===== src/rtl/cache_refill_ctrl.sv =====
// Miss-handling controller: optional dirty-victim writeback, four-beat line fetch, one-cycle fill strobe.
// Define REFILL_PERF_CNT_EN to build the saturating refill/writeback counters.
module cache_refill_ctrl #(
  parameter int ADDR_WIDTH = 32,
  parameter int LINE_WORDS = 4,
  parameter int CNT_WIDTH  = 16
) (
  input  logic                     clk,
  input  logic                     reset,
  input  logic                     miss_req,
  output logic                     miss_ready,
  input  logic [ADDR_WIDTH-1:0]    miss_addr,
  input  logic                     victim_dirty,
  input  logic [ADDR_WIDTH-1:0]    victim_addr,
  input  logic [LINE_WORDS*32-1:0] victim_line,
  output logic                     mem_req,
  output logic                     mem_we,
  output logic [ADDR_WIDTH-1:0]    mem_addr,
  output logic [31:0]              mem_wdata,
  input  logic                     mem_ready,
  input  logic                     mem_rvalid,
  input  logic [31:0]              mem_rdata,
  output logic                     fill_valid,
  output logic [ADDR_WIDTH-1:0]    fill_addr,
  output logic [LINE_WORDS*32-1:0] fill_line,
  output logic                     busy,
  output logic [CNT_WIDTH-1:0]     refill_count,
  output logic [CNT_WIDTH-1:0]     wb_count
);

  localparam int BW  = $clog2(LINE_WORDS);
  localparam int OFF = BW + 2;
  localparam int LW  = LINE_WORDS * 32;
  localparam logic [BW-1:0] LAST_BEAT = BW'(LINE_WORDS - 1);

  typedef enum logic [2:0] {
    S_IDLE    = 3'd0,
    S_WB      = 3'd1,
    S_RD_REQ  = 3'd2,
    S_RD_WAIT = 3'd3,
    S_FILL    = 3'd4
  } state_t;

  state_t                   state_q, state_d;
  logic [BW-1:0]            beat_q, beat_d;
  logic [ADDR_WIDTH-1:OFF]  tag_q, tag_d;
  logic [ADDR_WIDTH-1:OFF]  vtag_q, vtag_d;
  logic [LW-1:0]            vline_q, vline_d;
  logic [LW-1:0]            line_q, line_d;

  // Only line-aligned addresses are kept; the offset bits never reach a register.
  logic unused_lsb;
  assign unused_lsb = ^{miss_addr[OFF-1:0], victim_addr[OFF-1:0]};

  always_ff @(posedge clk) begin
    if (reset) begin
      state_q <= S_IDLE;
      beat_q  <= '0;
      tag_q   <= '0;
      vtag_q  <= '0;
      vline_q <= '0;
      line_q  <= '0;
    end else begin
      state_q <= state_d;
      beat_q  <= beat_d;
      tag_q   <= tag_d;
      vtag_q  <= vtag_d;
      vline_q <= vline_d;
      line_q  <= line_d;
    end
  end

  always_comb begin
    state_d = state_q;
    beat_d  = beat_q;
    tag_d   = tag_q;
    vtag_d  = vtag_q;
    vline_d = vline_q;
    line_d  = line_q;
    case (state_q)
      S_IDLE: begin
        if (miss_req) begin
          tag_d   = miss_addr[ADDR_WIDTH-1:OFF];
          vtag_d  = victim_addr[ADDR_WIDTH-1:OFF];
          vline_d = victim_line;
          beat_d  = '0;
          state_d = victim_dirty ? S_WB : S_RD_REQ;
        end else begin
          state_d = S_IDLE;
        end
      end
      S_WB: begin
        if (mem_ready) begin
          if (beat_q == LAST_BEAT) begin
            beat_d  = '0;
            state_d = S_RD_REQ;
          end else begin
            beat_d  = beat_q + BW'(1);
          end
        end else begin
          state_d = S_WB;
        end
      end
      S_RD_REQ: begin
        if (mem_ready) begin
          state_d = S_RD_WAIT;
        end else begin
          state_d = S_RD_REQ;
        end
      end
      S_RD_WAIT: begin
        // Data can only arrive here, so a response seen in RD_REQ is dropped.
        if (mem_rvalid) begin
          line_d[{beat_q, 5'b00000} +: 32] = mem_rdata;
          beat_d  = beat_q + BW'(1);
          state_d = (beat_q == LAST_BEAT) ? S_FILL : S_RD_REQ;
        end else begin
          state_d = S_RD_WAIT;
        end
      end
      S_FILL:  state_d = S_IDLE;
      default: state_d = S_IDLE;
    endcase
  end

  // Moore outputs; forced low while reset is asserted.
  always_comb begin
    miss_ready = 1'b0;
    busy       = 1'b0;
    mem_req    = 1'b0;
    mem_we     = 1'b0;
    mem_addr   = '0;
    mem_wdata  = 32'h0000_0000;
    fill_valid = 1'b0;
    fill_addr  = '0;
    fill_line  = '0;
    if (reset) begin
      busy = 1'b0;
    end else begin
      case (state_q)
        S_IDLE: miss_ready = 1'b1;
        S_WB: begin
          busy      = 1'b1;
          mem_req   = 1'b1;
          mem_we    = 1'b1;
          mem_addr  = {vtag_q, beat_q, 2'b00};
          mem_wdata = vline_q[{beat_q, 5'b00000} +: 32];
        end
        S_RD_REQ: begin
          busy     = 1'b1;
          mem_req  = 1'b1;
          mem_addr = {tag_q, beat_q, 2'b00};
        end
        S_RD_WAIT: busy = 1'b1;
        S_FILL: begin
          busy       = 1'b1;
          fill_valid = 1'b1;
          fill_addr  = {tag_q, {OFF{1'b0}}};
          fill_line  = line_q;
        end
        default: busy = 1'b0;
      endcase
    end
  end

`ifdef REFILL_PERF_CNT_EN
  logic [CNT_WIDTH-1:0] refill_cnt_q;
  logic [CNT_WIDTH-1:0] wb_cnt_q;

  always_ff @(posedge clk) begin
    if (reset) begin
      refill_cnt_q <= '0;
      wb_cnt_q     <= '0;
    end else begin
      if (state_q == S_FILL && refill_cnt_q != {CNT_WIDTH{1'b1}}) begin
        refill_cnt_q <= refill_cnt_q + CNT_WIDTH'(1);
      end
      if (state_q == S_WB && mem_ready && beat_q == LAST_BEAT &&
          wb_cnt_q != {CNT_WIDTH{1'b1}}) begin
        wb_cnt_q <= wb_cnt_q + CNT_WIDTH'(1);
      end
    end
  end

  assign refill_count = reset ? '0 : refill_cnt_q;
  assign wb_count     = reset ? '0 : wb_cnt_q;
`else
  assign refill_count = '0;
  assign wb_count     = '0;
`endif

endmodule


===== config.mk =====
export PLATFORM = sky130hd
export DESIGN_NAME = cache_refill_ctrl
export DESIGN_NICKNAME = d
export VERILOG_FILES = /design/src/rtl/cache_refill_ctrl.sv
export SDC_FILE = /design/constraint.sdc
export NUM_CORES = 1
export LEC_CHECK = 0
export BUFFER_PORTS_ARGS = -buffer_cell sky130_fd_sc_hd__buf_2
export CORE_AREA = 2 2 190 192
export DETAILED_ROUTE_END_ITERATION = 12
export DIE_AREA = 0 0 192 194
export GPL_TIMING_DRIVEN = 0
export PLACE_DENSITY = 0.68
export SETUP_SLACK_MARGIN = 0.15
export SYNTH_ARGS = -nofsm -noshare
export SYNTH_HDL_FRONTEND = slang
export SYNTH_SLANG_ARGS = --single-unit
export TNS_END_PERCENT = 1

===== constraint.sdc =====
create_clock -name clk -period 4.08 [get_ports clk]
set_clock_uncertainty 0.15 [all_clocks]
set_input_delay 0.204 -clock clk [delete_from_list [all_inputs] [get_ports clk]]
set_output_delay 0.204 -clock clk [all_outputs]
set_load 0.05 [all_outputs]

---- Word-level counts from Yosys, hierarchy flattened ----
Index checks and enable logic that the tools add are counted.
cells by class
  equal/unequal tests ..................... 9
  divide/modulo/power cells ............... 0
  add/sub/neg operators ................... 2
  shift operators ......................... 3
  reduce and logical (&&, ||, !) cells .... 7
  $mul .................................... 0
  bitwise operators ....................... 0
  multiplexer cells ....................... 32
  magnitude comparators ................... 0
operators by type and width
  operator                    count
  $mux W128                   2
  $mux W32                    5
  $bwmux W128                 1
  $shift A32 B9 Y128 const A  1
  $shiftx A128 B8 Y32         1
  $shiftx A32 B9 Y128         1
  $pmux W32 S2                1
  $mux W2                     6
  $mux W3                     4
  $pmux W3 S4                 1
  $mux W1                     11
  $neg A7 Y9                  1
  $eq A3 B2 Y1 const B        2
  $ne A2 B2 Y1 const B        3
  $pmux W2 S3                 1
  $reduce_and A2 Y1           2
  $reduce_and A4 Y1           1
  $reduce_or A4 Y1            1
  $eq A3 B1 Y1 const B        1
  $eq A3 B3 Y1 const B        1
  $logic_not A3 Y1            1
  $ne A3 B3 Y1 const B        1
  $reduce_bool A3 Y1          1
  $add A2 B1 Y2 const B       1
  other kinds (2)             2
word-level totals
  memories ................................ 0
  register bits after elaboration ......... 317
  bits of input ports ..................... 230
  output and inout port bits .............. 261
  RAM bits ................................ 0
  ROM bits ................................ 0
  latch bits .............................. 0
  logic and storage cells ................. 59

---- Longest topological paths before layout ----
  depth in word-level cells ............... 4
  mapped depth ............................ 9
  depth with buffers taken out ............ 5

---- Worst setup path before layout ----
No wires, ideal clock.
  path type ............................... reg2reg
  from .................................... register beat_q[1]
  to ...................................... register line_q[103]
  clock period less this slack ............ 2.553 ns
  data arrival time ....................... 2.333 ns
  library setup time ...................... 0.070 ns
  data required time ...................... 3.860 ns
  path buffers ............................ 4
  cell stages (with the launch flop) ...... 10
  setup slack ............................. 1.527 ns
  path through ............................ dfxtp_1 -> clkbuf_1 -> clkbuf_1 -> inv_1 -> ha_1 -> buf_2 -> nor4b_1 -> buf_2 -> nand4_1 -> a21oi_1
between the ends
  longest elaborated chain between the ends .. 3
  elaborated cells between the ends (all ways) .. 4
  classes of those cells .................. add/sub: 1; shift: 2; mux: 1
ends and longest elaborated chain
  element                                                           line  source
  start, declared                                                   45    logic [BW-1:0] beat_q, beat_d;
  start signal, assigned                                            65    beat_q <= beat_d;
  $neg A7 Y9 *                                                      114   line_d[{beat_q, 5'b00000} +: 32] = mem_rdata;
  $shiftx A32 B9 Y128 / $shift A32 B9 Y128 (equally long branches)  114
  $bwmux W128 *                                                     114
  end signal, assigned                                              69    line_q <= line_d;
  end, declared                                                     49    logic [LW-1:0] line_q, line_d;
Mark *: on every way between the ends. The rest lies on a longest branch, timed or not.
A chain may end at the register's enable or synchronous reset.

---- Final worst setup path ----
  from .................................... register state_q[0]
  to ...................................... output port fill_addr[8]
between the ends
  longest elaborated chain between the ends .. 3
ends and longest elaborated chain
  element                 line  source
  start, declared         44    state_t state_q, state_d;
  start signal, assigned  64    state_q <= state_d;
  $eq A3 B3 Y1            140   case (state_q)
  $mux W32                140
  $mux W32                137   if (reset) begin
  end, declared           24    output logic [ADDR_WIDTH-1:0] fill_addr,
Every way passes these cells.

==> results.yml <==
global_routing:
  grt_pass1_vias: 16300
  grt_pass1_wl_mm: 89.0
  overflow: 0
  grt_max_degree: 14
  grt_use_met1_pct: 37.6
  grt_use_total_pct: 30.7
  gr-usage-met3_pct: 5.57
  grt-busiest-layer: "met2"
  grtUsageMet2_pct: 50.8
  antenna_found_initial: 2
cts:
  cts_tree: "built"
  clkLatencyLatePin_ns: 0.51
  cts_setup_buffers: 0
  cts_max_level: 2
  clk_pin_slew_ns: 0.06
  cts_buffers: 36
  clock-sinks: 317
  clockRootBuffer: "clkbuf_16"
  clk_path_buf_depth: 3
synth:
  ys.flop_type: "dfxtp_1"
  yosys.area.top_type: "dfxtp_1"
  async_flop_share_pct: 0
  synth_area_leaders: "dfxtp_1, nand2_1, a21oi_1, and2_1, nand4_1"
  synthDistinctLibCells: 40
  ys_ff_latch: 317
  synth_top_area_share_pct: 43.5
  netlist_area_um2: 14600
  ys_seq_area_share_pct: 43.5
  yosysMostFrequentCell: "nand2_1"
  synth_edf_count: 0
  yosysWarningCount: 0
  avgSynthCellArea_um2: 8.08
  yosys-top-cells-count: "nand2_1, dfxtp_1, a21oi_1"
  postSynthCellCount: 1806
sta:
  rsz0062_at_grt: "yes"
  period_share_pct: 95.2
  hold_viol_final: 0
  slew_headroom_pct: 39.9
  hold_slack_ns: 0.0516
  slew_viol_final: 0
  fin_ws_ns: 0.195
  fin_crit_ns: 3.89
  setup-violations-final: 0
  setup_tns_ns: 0
  worst_pin_slew_ns: 0.901
  max_freq_mhz: 257
finish:
  final_layout_size_suffix_gt1_share_pct: 25.2
  nNetsFinal: 2779
  final_cells: 3030
  antenna_cells: 0
  area_growth_pct: 43.3
detailed_routing:
  via_per_inst: 5.46
  wl_mm: 59.0
  postRouteAntennaNets: 0
  drt_pass1_iterations: 6
  vias: 16600
  post-route-drc-count: 0
  wl_per_cell_um: 19.5
  drt_iter0_drc: 1297
placed_design:
  dp_hpwl_mm: 41.5
  place_ws_ns: -0.0282
  dp_cells: 2747
  gp_congestion: 0.916
  portBuffers: 443
floorplan:
  die_h_um: 194
  start_util_pct: 41.4
  die_area_um2: 37200
  rows: 69
  core_um2: 35200
  io_pins: 491
  die_x_um: 192
worst_setup_path:
  crit_arrival_ns: 3.53
  crit_fanout: 10
  end_kind: "output port"
  cp-start-kind: "register"
  critPathRequiredTime_ns: 3.73
  path_class: "reg -> out"
outcome:
  status: "finished, final reports clean"
pwr:
  leakage_nw: 8.98
  power_w: 0.00781
  powerDensity_nw_per_um2: 374
  peakVddDrop_v: 0.000270
hold_path:
  hp-class: "in -> reg"
job:
  maxCapViolations: 0
## metrics by stage
step | util (%) | instance area [um2]
finish | 59.3 | 20900
global route | 59.3 | 20900
global placement | 49.7 | 17500
detailed placement | 49.7 | 17500
floorplan | - | 14700
CTS | 59.3 | 20900
## registers in the layout, summed over array words and instances (netlist names)
register  cells
line_q      128
vline_q     128
tag_q        28
vtag_q       28
state_q       3
beat_q        2
## routing by layer
| layer | wire length (um) | vias to the layer above |
|---|---|---|
| met1 | 22700 | 7706 |
| met2 | 27400 | 1012 |
| met3 | 5370 | 256 |
| met5 | 13 | - |
| met4 | 3530 | 2 |
| li1 | - | 7579 |
## worst max-delay path, stage by stage (launching register included)
cell,delay [ns]
dfxtp_1,0.37
nor4b_2,0.76
clkbuf_1,0.75
clkbuf_1,0.56
and2_1,0.28
buf_2,0.29
## final cells by class
type,count,area [um2]
plain buffers,220,1110
clock buffers,53,1020
clock inverters,11,155
fillers,3092,14300
inverters,7,26.3
multi-input cells,1299,7260
flip-flops and latches,317,6350
well taps,461,577
repair buffers,662,4410
## repair_timing
action | CTS | global route
gates cloned | 0 | 0
hold buffers | 219 | 0
resized for setup | 1 | 1
endpoints found under the setup margin | 30 | 51
endpoints found under the hold margin | 294 | 0
## logic make-up (layout without fill, tap and decap cells)
family	Yosys count	count (layout)	synth area share, %
XOR/XNOR	1	1	0.0601
AO/OA/AOI/OAI	443	443	16.0
buffers and inverters	227	953	7.79
AND/OR/NAND/NOR	777	777	27.0
multiplexers	34	34	5.09
other	1	38	0.0257
flip-flops	317	317	43.5
adder cells (fa/ha/maj)	6	6	0.515
## cell usage in the layout (no fill, tap or decap), types with 5 or more instances in the layout
cell type	synthesis	routed
nand2_1	400	400
a22o_1	28	28
ha_1	6	6
nor2b_1	33	33
nor4b_2	4	5
buf_4	46	46
clkbuf_1	108	119
clkbuf_8	0	6
o21ai_0	128	128
conb_1	1	38
dfxtp_1	317	317
buf_6	5	5
dlygate4sd3_1	0	219
clkbuf_16	0	36
inv_1	6	6
and2_1	191	191
nand4_1	126	126
a21oi_1	283	283
buf_2	59	502
mux4_2	32	32
## power breakdown
group	total [W]	leakage (nW)	internal, W	switching [W]
registers	0.00333	2.58	0.00324	0.0000937
logic	0.00122	5.82	0.000483	0.000733
clock network	0.00327	0.574	0.00194	0.00133
total	0.00781	8.98	0.00566	0.00215
## final timing paths
kind	startpoint	end	slack, ns	cells past startpoint
worst min register to register	vline_q[94]	vline_q[94]	0.30	2
worst max register to register	beat_q[1]	line_q[66]	0.31	8
worst max-delay path	state_q[0]	fill_addr[8]	0.19	5
worst min-delay path	mem_ready	state_q[1]	0.05	3
(Power assumes the default switching activity.)
